File: src/rtl/wb_stage_if.sv
// Bundle of the write-back stage's pipeline inputs, register-file write port and
// decode-stage bypass port. The master modport drives the stage; the slave modport is the stage.
interface wb_stage_if #(
    parameter int NBits       = 32,
    parameter int RegAddrBits = 5
);
    logic                   Stall;
    logic                   Flush;
    logic                   MEM_Valid;
    logic                   MEM_RegWrite;
    logic                   MEM_MemtoReg;
    logic                   MEM_ALUMemOrPC;
    logic [RegAddrBits-1:0] MEM_WriteRegister;
    logic [NBits-1:0]       MEM_ALUResult;
    logic [NBits-1:0]       MEM_ReadData;
    logic [NBits-1:0]       MEM_PCPlus4;
    logic [RegAddrBits-1:0] ID_ReadRegister1;
    logic [RegAddrBits-1:0] ID_ReadRegister2;
    logic [NBits-1:0]       ID_ReadData1_in;
    logic [NBits-1:0]       ID_ReadData2_in;
    logic                   RF_RegWrite;
    logic [RegAddrBits-1:0] RF_WriteRegister;
    logic [NBits-1:0]       RF_WriteData;
    logic [NBits-1:0]       ID_ReadData1_out;
    logic [NBits-1:0]       ID_ReadData2_out;
    logic                   Retire;
    logic [31:0]            RetireCount;

    modport master (
        output Stall, Flush, MEM_Valid, MEM_RegWrite, MEM_MemtoReg, MEM_ALUMemOrPC,
               MEM_WriteRegister, MEM_ALUResult, MEM_ReadData, MEM_PCPlus4,
               ID_ReadRegister1, ID_ReadRegister2, ID_ReadData1_in, ID_ReadData2_in,
        input  RF_RegWrite, RF_WriteRegister, RF_WriteData,
               ID_ReadData1_out, ID_ReadData2_out, Retire, RetireCount
    );

    modport slave (
        input  Stall, Flush, MEM_Valid, MEM_RegWrite, MEM_MemtoReg, MEM_ALUMemOrPC,
               MEM_WriteRegister, MEM_ALUResult, MEM_ReadData, MEM_PCPlus4,
               ID_ReadRegister1, ID_ReadRegister2, ID_ReadData1_in, ID_ReadData2_in,
        output RF_RegWrite, RF_WriteRegister, RF_WriteData,
               ID_ReadData1_out, ID_ReadData2_out, Retire, RetireCount
    );
endinterface

File: src/rtl/wb_stage.sv
// MEM/WB pipeline register with write-back select, register-file write port,
// write-before-read bypass of the decode read ports and a retired-instruction counter.
module wb_stage #(
    parameter int NBits        = 32,
    parameter int RegAddrBits  = 5,
    parameter int LinkRegister = 31
) (
    input  logic      clk,
    input  logic      reset,
    wb_stage_if.slave wb
);
    localparam logic [RegAddrBits-1:0] LinkAddr = RegAddrBits'(LinkRegister);

    logic                   validQ;
    logic                   regWriteQ;
    logic                   memToRegQ;
    logic                   aluMemOrPcQ;
    logic [RegAddrBits-1:0] writeRegisterQ;
    logic [NBits-1:0]       aluResultQ;
    logic [NBits-1:0]       readDataQ;
    logic [NBits-1:0]       pcPlus4Q;
    logic [31:0]            retireCountQ;

    logic [NBits-1:0]       writeData;
    logic [RegAddrBits-1:0] writeRegister;
    logic                   regWriteEn;
    logic                   retire;
    logic [NBits-1:0]       readData1;
    logic [NBits-1:0]       readData2;

    // NOTE: state registers use non-blocking assignments so every flop samples pre-edge values.
    always_ff @(posedge clk or negedge reset) begin
        if (!reset) begin
            validQ         <= 1'b0;
            regWriteQ      <= 1'b0;
            memToRegQ      <= 1'b0;
            aluMemOrPcQ    <= 1'b0;
            writeRegisterQ <= '0;
            aluResultQ     <= '0;
            readDataQ      <= '0;
            pcPlus4Q       <= '0;
        end else if (wb.Flush) begin
            // A bubble only needs its valid and write-enable bits cleared.
            validQ    <= 1'b0;
            regWriteQ <= 1'b0;
        end else if (!wb.Stall) begin
            validQ         <= wb.MEM_Valid;
            regWriteQ      <= wb.MEM_RegWrite;
            memToRegQ      <= wb.MEM_MemtoReg;
            aluMemOrPcQ    <= wb.MEM_ALUMemOrPC;
            writeRegisterQ <= wb.MEM_WriteRegister;
            aluResultQ     <= wb.MEM_ALUResult;
            readDataQ      <= wb.MEM_ReadData;
            pcPlus4Q       <= wb.MEM_PCPlus4;
        end
    end

    // A stalled instruction is counted once, on the cycle the stall releases.
    assign retire = validQ & ~wb.Stall;

    always_ff @(posedge clk or negedge reset) begin
        if (!reset) begin
            retireCountQ <= '0;
        end else if (retire) begin
            retireCountQ <= retireCountQ + 32'd1;
        end
    end

    // NOTE: every output of a combinational block gets a default first, so no latch is inferred.
    always_comb begin
        writeData     = aluResultQ;
        writeRegister = writeRegisterQ;
        if (aluMemOrPcQ) begin
            writeData     = pcPlus4Q;
            writeRegister = LinkAddr;
        end else if (memToRegQ) begin
            writeData = readDataQ;
        end
        regWriteEn = validQ & regWriteQ & (writeRegister != '0);
    end

    // Gating on regWriteEn already keeps reads of $0 from being bypassed.
    always_comb begin
        readData1 = wb.ID_ReadData1_in;
        readData2 = wb.ID_ReadData2_in;
        if (regWriteEn && (writeRegister == wb.ID_ReadRegister1)) readData1 = writeData;
        if (regWriteEn && (writeRegister == wb.ID_ReadRegister2)) readData2 = writeData;
    end

    assign wb.RF_RegWrite      = regWriteEn;
    assign wb.RF_WriteRegister = writeRegister;
    assign wb.RF_WriteData     = writeData;
    assign wb.ID_ReadData1_out = readData1;
    assign wb.ID_ReadData2_out = readData2;
    assign wb.Retire           = retire;
    assign wb.RetireCount      = retireCountQ;
endmodule

File: src/flat_wrapper.sv
// flat-port wrapper written by rule: the top's interface ports become plain ports
module wb_stage_flat 
#(
    parameter int NBits        = 32,
    parameter int RegAddrBits  = 5,
    parameter int LinkRegister = 31
)
  (clk, reset, wb_Stall, wb_Flush, wb_MEM_Valid, wb_MEM_RegWrite, wb_MEM_MemtoReg, wb_MEM_ALUMemOrPC, wb_MEM_WriteRegister, wb_MEM_ALUResult, wb_MEM_ReadData, wb_MEM_PCPlus4, wb_ID_ReadRegister1, wb_ID_ReadRegister2, wb_ID_ReadData1_in, wb_ID_ReadData2_in, wb_RF_RegWrite, wb_RF_WriteRegister, wb_RF_WriteData, wb_ID_ReadData1_out, wb_ID_ReadData2_out, wb_Retire, wb_RetireCount);
  wb_stage_if #(.NBits(NBits), .RegAddrBits(RegAddrBits)) wb_i ();
  input  logic clk;
  input  logic reset;
  input wire logic [$bits(wb_i.Stall)-1:0] wb_Stall;
  input wire logic [$bits(wb_i.Flush)-1:0] wb_Flush;
  input wire logic [$bits(wb_i.MEM_Valid)-1:0] wb_MEM_Valid;
  input wire logic [$bits(wb_i.MEM_RegWrite)-1:0] wb_MEM_RegWrite;
  input wire logic [$bits(wb_i.MEM_MemtoReg)-1:0] wb_MEM_MemtoReg;
  input wire logic [$bits(wb_i.MEM_ALUMemOrPC)-1:0] wb_MEM_ALUMemOrPC;
  input wire logic [$bits(wb_i.MEM_WriteRegister)-1:0] wb_MEM_WriteRegister;
  input wire logic [$bits(wb_i.MEM_ALUResult)-1:0] wb_MEM_ALUResult;
  input wire logic [$bits(wb_i.MEM_ReadData)-1:0] wb_MEM_ReadData;
  input wire logic [$bits(wb_i.MEM_PCPlus4)-1:0] wb_MEM_PCPlus4;
  input wire logic [$bits(wb_i.ID_ReadRegister1)-1:0] wb_ID_ReadRegister1;
  input wire logic [$bits(wb_i.ID_ReadRegister2)-1:0] wb_ID_ReadRegister2;
  input wire logic [$bits(wb_i.ID_ReadData1_in)-1:0] wb_ID_ReadData1_in;
  input wire logic [$bits(wb_i.ID_ReadData2_in)-1:0] wb_ID_ReadData2_in;
  output wire logic [$bits(wb_i.RF_RegWrite)-1:0] wb_RF_RegWrite;
  output wire logic [$bits(wb_i.RF_WriteRegister)-1:0] wb_RF_WriteRegister;
  output wire logic [$bits(wb_i.RF_WriteData)-1:0] wb_RF_WriteData;
  output wire logic [$bits(wb_i.ID_ReadData1_out)-1:0] wb_ID_ReadData1_out;
  output wire logic [$bits(wb_i.ID_ReadData2_out)-1:0] wb_ID_ReadData2_out;
  output wire logic [$bits(wb_i.Retire)-1:0] wb_Retire;
  output wire logic [$bits(wb_i.RetireCount)-1:0] wb_RetireCount;
  assign wb_i.Stall = wb_Stall;
  assign wb_i.Flush = wb_Flush;
  assign wb_i.MEM_Valid = wb_MEM_Valid;
  assign wb_i.MEM_RegWrite = wb_MEM_RegWrite;
  assign wb_i.MEM_MemtoReg = wb_MEM_MemtoReg;
  assign wb_i.MEM_ALUMemOrPC = wb_MEM_ALUMemOrPC;
  assign wb_i.MEM_WriteRegister = wb_MEM_WriteRegister;
  assign wb_i.MEM_ALUResult = wb_MEM_ALUResult;
  assign wb_i.MEM_ReadData = wb_MEM_ReadData;
  assign wb_i.MEM_PCPlus4 = wb_MEM_PCPlus4;
  assign wb_i.ID_ReadRegister1 = wb_ID_ReadRegister1;
  assign wb_i.ID_ReadRegister2 = wb_ID_ReadRegister2;
  assign wb_i.ID_ReadData1_in = wb_ID_ReadData1_in;
  assign wb_i.ID_ReadData2_in = wb_ID_ReadData2_in;
  assign wb_RF_RegWrite = wb_i.RF_RegWrite;
  assign wb_RF_WriteRegister = wb_i.RF_WriteRegister;
  assign wb_RF_WriteData = wb_i.RF_WriteData;
  assign wb_ID_ReadData1_out = wb_i.ID_ReadData1_out;
  assign wb_ID_ReadData2_out = wb_i.ID_ReadData2_out;
  assign wb_Retire = wb_i.Retire;
  assign wb_RetireCount = wb_i.RetireCount;
  wb_stage #(.NBits(NBits), .RegAddrBits(RegAddrBits), .LinkRegister(LinkRegister)) u_core (.clk(clk), .reset(reset), .wb(wb_i));
endmodule
File: config.mk
export PLATFORM = sky130hd
export DESIGN_NAME = wb_stage_flat
export DESIGN_NICKNAME = d
export VERILOG_FILES = /design/src/rtl/wb_stage_if.sv /design/src/rtl/wb_stage.sv /design/src/flat_wrapper.sv
export SDC_FILE = /design/constraint.sdc
export NUM_CORES = 1
export LEC_CHECK = 0
export ABC_AREA = 1
export BUFFER_PORTS_ARGS = -buffer_cell sky130_fd_sc_hd__buf_4
export CAP_MARGIN = 10
export CORE_MARGIN = 3
export CORE_UTILIZATION = 52
export CTS_CLUSTER_SIZE = 28
export DETAILED_ROUTE_END_ITERATION = 8
export MAX_ROUTING_LAYER = met4
export PLACE_DENSITY_LB_ADDON = 0.1
export SLEW_MARGIN = 25
export SYNTH_ARGS = -nofsm -noshare
export SYNTH_HDL_FRONTEND = slang
export SYNTH_SLANG_ARGS = --single-unit
File: constraint.sdc
create_clock -name clk -period 2.48 [get_ports clk]
set_clock_uncertainty 0.1 [all_clocks]
set_input_delay 0.372 -clock clk [delete_from_list [all_inputs] [get_ports clk]]
set_output_delay 0.372 -clock clk [all_outputs]
set_load 0.02 [all_outputs]
==> After elaboration in Yosys (flattened, before gate mapping) <==
Cells that the tools add are included.
{ "word_totals": {"ff_bits": 137} }
{ "classes": {"add_sub_neg": 1, "eq_ne": 3, "n_mux": 9, "n_bitwise": 5, "reduce_logical": 4} }
{ "ops": {"columns": ["op", "count"], "rows": [
  ["32-bit two-way mux", 4],
  ["32-bit by 1-bit adder with 32-bit output, second input constant", 1],
  ["5-bit equality test", 2],
  ["5-bit two-way mux", 1],
  ["5-bit nonzero test", 1],
  ["1-bit two-way mux", 4],
  ["1-bit AND", 3],
  ["1-bit logical AND", 2],
  ["2-bit by 1-bit != test with 1-bit output, second input constant", 1],
  ["1-bit inverter", 2],
  ["2-bit AND reduction", 1]
]} }

==> Logic depth before layout (Yosys ltp) <==
Gate-level depths: netlist of run 1.
{ "depth": {"depth_word": 5, "depth_mapped": 12, "depth_no_buf": 10} }

==> Worst setup path before layout of run 1 <==
No wires, ideal clock.
{ "synth_timing": {"path_kind": "register to output", "start": "register u_core.aluMemOrPcQ", "end": "output port wb_ID_ReadData1_out[24]", "arrival_ns": 1.698, "slack_ns": 0.310, "stages_incl_launch_ff": 7, "path_buffers": 2, "path_cell_list": "dfrtp_1 -> inv_2 -> buf_6 -> clkbuf_1 -> o21ai_0 -> nand2_1 -> nand2_1"} }
{ "synth_via": {"word_cells_on_any_way": 7, "classes_between": "1 x eq/ne; 3 x mux; 1 x bitwise; 2 x reduce/logical"} }
{ "synth_rtl": {"columns": ["element", "line", "text"], "rows": [
  ["start: declaration", "wb_stage.sv:17", "logic aluMemOrPcQ;"],
  ["start signal: assignment", "wb_stage.sv:50", "aluMemOrPcQ <= wb.MEM_ALUMemOrPC;"],
  ["32-bit two-way mux", "wb_stage.sv:73", "if (aluMemOrPcQ) begin"],
  ["via wb_RF_WriteData[24]", "flat_wrapper.sv:28", "output wire logic [$bits(wb_i.RF_WriteData)-1:0] wb_RF_WriteData;"],
  ["32-bit two-way mux", "wb_stage.sv:86", "if (regWriteEn && (writeRegister == wb.ID_ReadRegister1)) readData1 = writeData;"],
  ["end: declaration", "flat_wrapper.sv:29", "output wire logic [$bits(wb_i.ID_ReadData1_out)-1:0] wb_ID_ReadData1_out;"]
]} }
The timed path passes the listed nets, and every way through them passes these cells.

==> Worst setup path after layout of run 1 <==
{ "layout_timing": {"start": "register u_core.aluMemOrPcQ", "end": "output port wb_ID_ReadData2_out[25]"} }
{ "layout_via": {"elab_chain_cells": 5, "word_cells_on_any_way": 7, "classes_between": "1 x eq/ne; 3 x mux; 1 x bitwise; 2 x reduce/logical"} }
{ "layout_lines": {"columns": ["element", "line", "text"], "rows": [
  ["5-bit two-way mux", "wb_stage.sv:73", null],
  ["5-bit nonzero test", "wb_stage.sv:79", "regWriteEn = validQ & regWriteQ & (writeRegister != '0);"],
  ["1-bit AND", "wb_stage.sv:79", null],
  ["1-bit logical AND", "wb_stage.sv:87", "if (regWriteEn && (writeRegister == wb.ID_ReadRegister2)) readData2 = writeData;"],
  ["32-bit two-way mux (*)", "wb_stage.sv:87", null],
  ["end: declaration", "flat_wrapper.sv:30", "output wire logic [$bits(wb_i.ID_ReadData2_out)-1:0] wb_ID_ReadData2_out;"]
]} }
Every way passes the cells marked *; elsewhere a longest branch is shown, timed or not.

==> results of run 1 <==
==> cell usage in the layout (no fill, tap or decap), types with 5 or more instances in the layout <==
cell | Yosys | final
nor2_4 | 1 | 6
nand4_1 | 11 | 11
o211ai_1 | 32 | 32
clkbuf_16 | 0 | 20
bufinv_16 | 0 | 6
o21ai_1 | 0 | 5
clkinv_2 | 0 | 7
nor2_1 | 42 | 37
xnor2_1 | 13 | 13
xor2_1 | 13 | 12
o21ai_0 | 103 | 98
nand3_1 | 20 | 19
inv_1 | 116 | 113
buf_6 | 4 | 36
buf_12 | 0 | 9
inv_2 | 3 | 5
buf_4 | 0 | 296
nand2_1 | 491 | 485
dfrtp_1 | 137 | 135
==> routing by layer <==
metal	wire [um]	global-route usage [%]	share of wire, %
met4	1180	13.3	4.6
met2	12900	53.2	50
met3	1960	5.33	7.6
met1	9870	37.7	38
met5	0	-	0
==> worst reg2reg max path: cells and delay by family, from the launching register on <==
family / cells / cell delay (ns)
adders and majority gates: 1 / 0.21
DFF: 1 / 0.41
and+or+nand+nor: 7 / 1.09
==> final cells by class <==
| cell class | count | share of cell area (%) |
|---|---|---|
| Inverter | 120 | 4.11 |
| Timing Repair Buffer | 347 | 26.5 |
| Clock inverter | 15 | 2.09 |
| Sequential cell | 137 | 31.1 |
| Clock buffer | 17 | 3.86 |
| Tap cell | 176 | 2.00 |
| Multi-Input combinational cell | 739 | 30.3 |
==> what timing repair did <==
action	CTS	global route
cloned	0	4
pin swaps	6	4
setup buffers	0	1
hold buffers	1	0
endpoints found under the hold margin	40	0
gates resized for setup	48	20
setup endpoints to repair	64	72
==> stage by stage <==
step	hold WS, ns	TNS (ns)	cell area [um^2]	util (%)	setup slack, ns
4_1_cts	0.0345	-3.29	10900	80.2	-0.0795
2_1_floorplan	-0.0236	0	7360	-	0.310
3_5_place_dp	0.221	0	10000	74.1	0.229
3_3_place_gp	0.216	0	10000	74.1	0.285
5_1_grt	0.0406	-12.16	11000	81.3	-0.229
6_report	0.0485	-5.57	11000	81.3	-0.147
==> where the power goes <==
| part | switching (mW) | internal [mW] | total, mW | leakage, nW |
|---|---|---|---|---|
| clock network | 0.977 | 1.87 | 2.85 | 0.322 |
| logic | 1.09 | 0.790 | 1.88 | 3.97 |
| registers | 0.156 | 2.48 | 2.64 | 1.73 |
==> cell families (layout without fill, tap and decap cells) <==
group / count (synthesis) / after routing / synth area share, %
compound gates: 135 / 135 / 10.3
simple gates: 577 / 577 / 30.7
fa+ha+maj: 1 / 1 / 0.170
flops: 137 / 137 / 46.6
buf+inv: 168 / 499 / 9.15
xor+xnor: 26 / 26 / 3.09
==> path summary, 6_finish.rpt <==
| check | depth (start not counted) | slack, ns | start | to |
|---|---|---|---|---|
| max in group asynchronous | 3 | 1.25 | reset | u_core.aluMemOrPcQ$_DFFE_PN0P_ |
| worst max register to register | 8 | 0.56 | u_core.wb.RetireCount[1]$_DFFE_PN0P_ | u_core.wb.RetireCount[28]$_DFFE_PN0P_ |
| worst min register to register | 2 | 0.37 | u_core.aluResultQ[6]$_DFFE_PN0P_ | u_core.aluResultQ[6]$_DFFE_PN0P_ |
| worst max-delay path | 11 | -0.15 | u_core.aluMemOrPcQ$_DFFE_PN0P_ | wb_ID_ReadData2_out[25] |
| worst min-delay path | 3 | 0.05 | wb_MEM_ALUResult[7] | u_core.aluResultQ[7]$_DFFE_PN0P_ |
| min in group asynchronous | 2 | 0.34 | reset | u_core.wb.RetireCount[10]$_DFFE_PN0P_ |
==> flip-flops by register name (all words and copies together), names as in the netlist <==
name                   cells
u_core.aluResultQ         32
u_core.validQ              1
u_core.writeRegisterQ      5
u_core.pcPlus4Q           32
u_core.regWriteQ           1
u_core.wb.RetireCount     32
u_core.readDataQ          32
u_core.memToRegQ           1
u_core.aluMemOrPcQ         1
==> reports/results.ini, run 1 <==
[outcome]
outcome = finished, violations left
violations = negative setup slack

[cts]
cts_max_level = 4
clk_pin_slew_ns = 0.06
cts_buffers = 17
cts.path.max_buffers = 2
clk_latency_ns = 0.42
cts_root_buf = clkbuf_16
cts_sinks = 137
cts_tree = yes

[grt]
grt_remaining_overflow = 0
grt_max_degree = 65
grt_pass1_wl_um = 38800
grt_pass1_vias = 7816
antenna_found_initial = 0
grtUsageTotal_pct = 31.6

[pwr]
ir_drop_uv = 446
power.density_nw_per_um2 = 669
power_mw = 7.37
total_leakage_power_nw = 6.02

[finish]
final_cells = 1551
ff_latch_area_um2 = 3430
drive_above_1_share_pct = 29.4
n_antenna_cell = 0
nets = 1546
multi_input_area_um2 = 3340
syn2layout_area_growth_pct = 49.8
final.fill_count = 939

[timing]
rsz0062_at_grt = true
fin_ws_ns = -0.147
slew-limit-headroom_pct = 63.9
final-max-slew-violation-count = 0
finalCritPeriodShare_pct = 106
tightest_slew_ns = 0.540
setup_viol = 64
fmax_mhz = 381
fin_crit_ns = 2.63
hold_violations = 0

[drt]
vias = 8189
drtIter0Drc = 597
ant_nets = 0
via_per_inst = 5.28
drt_wl_total_um = 25900
route.detailed.drc = 0
wire_per_inst_um = 16.7
firstDrtPassIters = 5

[synthesis]
synth_seq_area_share_pct = 46.6
yosys.area.top_type = dfrtp_1
synthCells = 1044
netlist_top_cells_count = 491 x nand2_1, 137 x dfrtp_1, 116 x inv_1, 103 x o21ai_0, 42 x nor2_1
syn-cell-area_um2 = 7360
synth_top_area_share_pct = 46.6
async_flop_share_pct = 100
syn-num-nets = 1228
ys_ff_latch = 137
synth-edff-count = 0
ys.flop_type = dfrtp_1
yosysMostFrequentCell = nand2_1
ys_warn_count = 0
syn_area_per_cell_um2 = 7.05
ys_types = 24
synthTopCellsByArea = dfrtp_1 47%, nand2_1 25%, o21ai_0 7.0%, inv_1 5.9%, o211ai_1 3.3%

[die]
pin_count = 318
die_y_um = 125
rows = 42
core_area_um2 = 13600
die_area_um2 = 15600
start_util_pct = 54.3
chipWidth_um = 125

[placement]
io_buffers = 317
dp_cells = 1513
gp_congestion = 0.936
hpwl_um = 17500

[critical_path]
path_buf_inv = 3
crit_top_cell = nand2_1
worstPathMaxFanout = 16
crit_arrival_ns = 2.15
slowest_delay_ns = 0.50
cp-end-kind = output port
crit_type = flip-flop to output port
path_cells = inv_4 > nand2_4 > nand2_1 > nand2_1 > nor2_2 > nand2_4 > nor2_4 > clkbuf_16 > nand2_1 > nand2_1 > buf_4
cp_top_family = simple AND/OR/NAND/NOR gates
worstPathRequired_ns = 2.01
crit_path_start_kind = flip-flop
critPathSlowestCell = dfrtp_2

[flow_run]
cap_violations = 0

[worst_hold_path]
holdCritPathClass = input port to flip-flop

Note: power is estimated with default switching activity, not from simulation.
==> run 2, diff against run 1 <==
==> constraint.sdc (replaced) <==
create_clock -name clk -period 3.25 [get_ports clk]
set_clock_uncertainty 0.1 [all_clocks]
set_input_delay 0.4875 -clock clk [delete_from_list [all_inputs] [get_ports clk]]
set_output_delay 0.4875 -clock clk [all_outputs]
set_load 0.02 [all_outputs]
==> reports/results.ini, run 2 (synthesis results as in run 1) <==
[die]
pin_count = 318
start_util_pct = 54.3
die_y_um = 125
die_area_um2 = 15600
chipWidth_um = 125
rows = 42
core_area_um2 = 13600

[pwr]
power.density_nw_per_um2 = 505
ir_drop_uv = 326
total_leakage_power_nw = 5.77

[timing]
final-max-slew-violation-count = 0
fin_crit_ns = 2.96
setup_tns_ns = 0
tightest_slew_ns = 0.825
fmax_mhz = 338
slew-limit-headroom_pct = 45.0
hold_violations = 8
hold_slack_ns = -0.0231
setup_viol = 0
finalCritPeriodShare_pct = 91.0
rsz0062_at_grt = false

[drt]
drt_wl_total_um = 23300
wire_per_inst_um = 15.2
vias = 7838
route.detailed.drc = 0
firstDrtPassIters = 5
via_per_inst = 5.11
drtIter0Drc = 576
ant_nets = 0

[cts]
cts_sinks = 137
clk_pin_slew_ns = 0.06
cts_root_buf = clkbuf_16
ctsHoldBuffers = 0
cts.path.max_buffers = 2
cts_max_level = 4
cts_buffers = 17
cts_tree = yes
clk_latency_ns = 0.41

[critical_path]
crit_type = flip-flop to output port
crit_top_cell = nand2_1
worstPathMaxFanout = 32
worstPathRequired_ns = 2.66
crit_start = u_core.aluMemOrPcQ$_DFFE_PN0P_
crit_arrival_ns = 2.37
path_cells = inv_2 > nand2_1 > nand2_1 > nand2_1 > nor2_1 > nand2_1 > nor2_4 > buf_4 > nand2_1 > nand2_1 > buf_4
cp-end-kind = output port
regToRegStartpoint = u_core.wb.RetireCount[1]$_DFFE_PN0P_
critPathSlowestCell = dfrtp_1
slowest_delay_ns = 0.44
crit_path_start_kind = flip-flop

[finish]
mostFrequentLayoutCell = nand2_1
drive_above_1_share_pct = 27.3
n_antenna_cell = 0
nets = 1528
final_core_util_pct = 77.2
syn2layout_area_growth_pct = 42.1
layout_common_cells = 491 x nand2_1, 326 x buf_4, 136 x dfrtp_1

[outcome]
violations = negative hold slack
outcome = finished, violations left

[worst_hold_path]
holdCritPathClass = input port to async pin

[grt]
grt_pass1_vias = 7471
grt_pass1_wl_um = 37500
antenna_found_initial = 0
grt_max_degree = 90
grtUsageTotal_pct = 30.5
grt_remaining_overflow = 0

[placement]
io_buffers = 317
hpwl_um = 17300
gp_congestion = 0.978

[flow_run]
cap_violations = 0

[run 2: changes by cell type in the layout (fill, tap and decap cells not counted), sizes merged]
cell / delta
bufinv: -3
dlygate4sd3: -1
clkinv: -1
inv: +1
buf: -14
[run 2: layout make-up]
cell class	count	area (um^2)
flip-flops and latches	137	3430
fillers	1073	3100
inverters	120	450
well taps	176	220
multi-input cells	739	3270
repair buffers	329	2490
clock inverters	12	148
clock buffers	20	457
[run 2: report_power, final]
| part | switching, mW | internal (mW) | total (mW) |
|---|---|---|---|
| logic | 0.776 | 0.543 | 1.32 |
| clock network | 0.709 | 1.24 | 1.95 |
| registers | 0.120 | 1.89 | 2.01 |
| total | 1.61 | 3.68 | 5.29 |
[run 2: metrics by stage]
step	hold slack (ns)	total power [mW]	instance area, um^2	std cells	worst slack [ns]
after CTS	0.0259	5.31	10500	1533	0.203
after detailed placement	0.361	3.36	9850	1501	0.660
after global placement	0.353	3.33	9850	1501	0.716
final	-0.0231	5.29	10500	1533	0.291
after global routing	0.0385	5.54	10500	1533	0.0588
after floorplan	0.0919	2.71	7360	1044	0.964
[run 2: final timing paths]
check	cells past startpoint	slack (ns)	endpoint
setup / recovery	11	0.29	wb_ID_ReadData1_out[14]
hold / removal	1	-0.02	u_core.wb.RetireCount[10]$_DFFE_PN0P_
setup reg to reg	8	1.18	u_core.wb.RetireCount[28]$_DFFE_PN0P_
hold reg to reg	2	0.37	u_core.aluResultQ[14]$_DFFE_PN0P_
max in group asynchronous	2	2.32	u_core.writeRegisterQ[2]$_DFFE_PN0P_
min in group clk	3	0.17	u_core.aluResultQ[16]$_DFFE_PN0P_
[run 2: critical path: cells and delay by family (launching register included)]
family        cells  cell delay [ns]
simple gates      8             0.76
buf+inv           3             0.73
flops             1             0.44
[run 2: repair_timing]
| item | in CTS | in global routing |
|---|---|---|
| setup buffers | 0 | 0 |
| setup endpoints to repair | 0 | 1 |
| gates resized for setup | 0 | 1 |
[run 2: per-layer routing]
| metal | up-vias | wire length [um] | global-route usage, % |
|---|---|---|---|
| li1 | 3825 | - | - |
| met1 | 3606 | 9230 | 36.8 |
| met2 | 334 | 11400 | 49.6 |
| met3 | 73 | 1680 | 6.91 |
| met4 | 0 | 1000 | 13.2 |
| met5 | - | 0 | - |
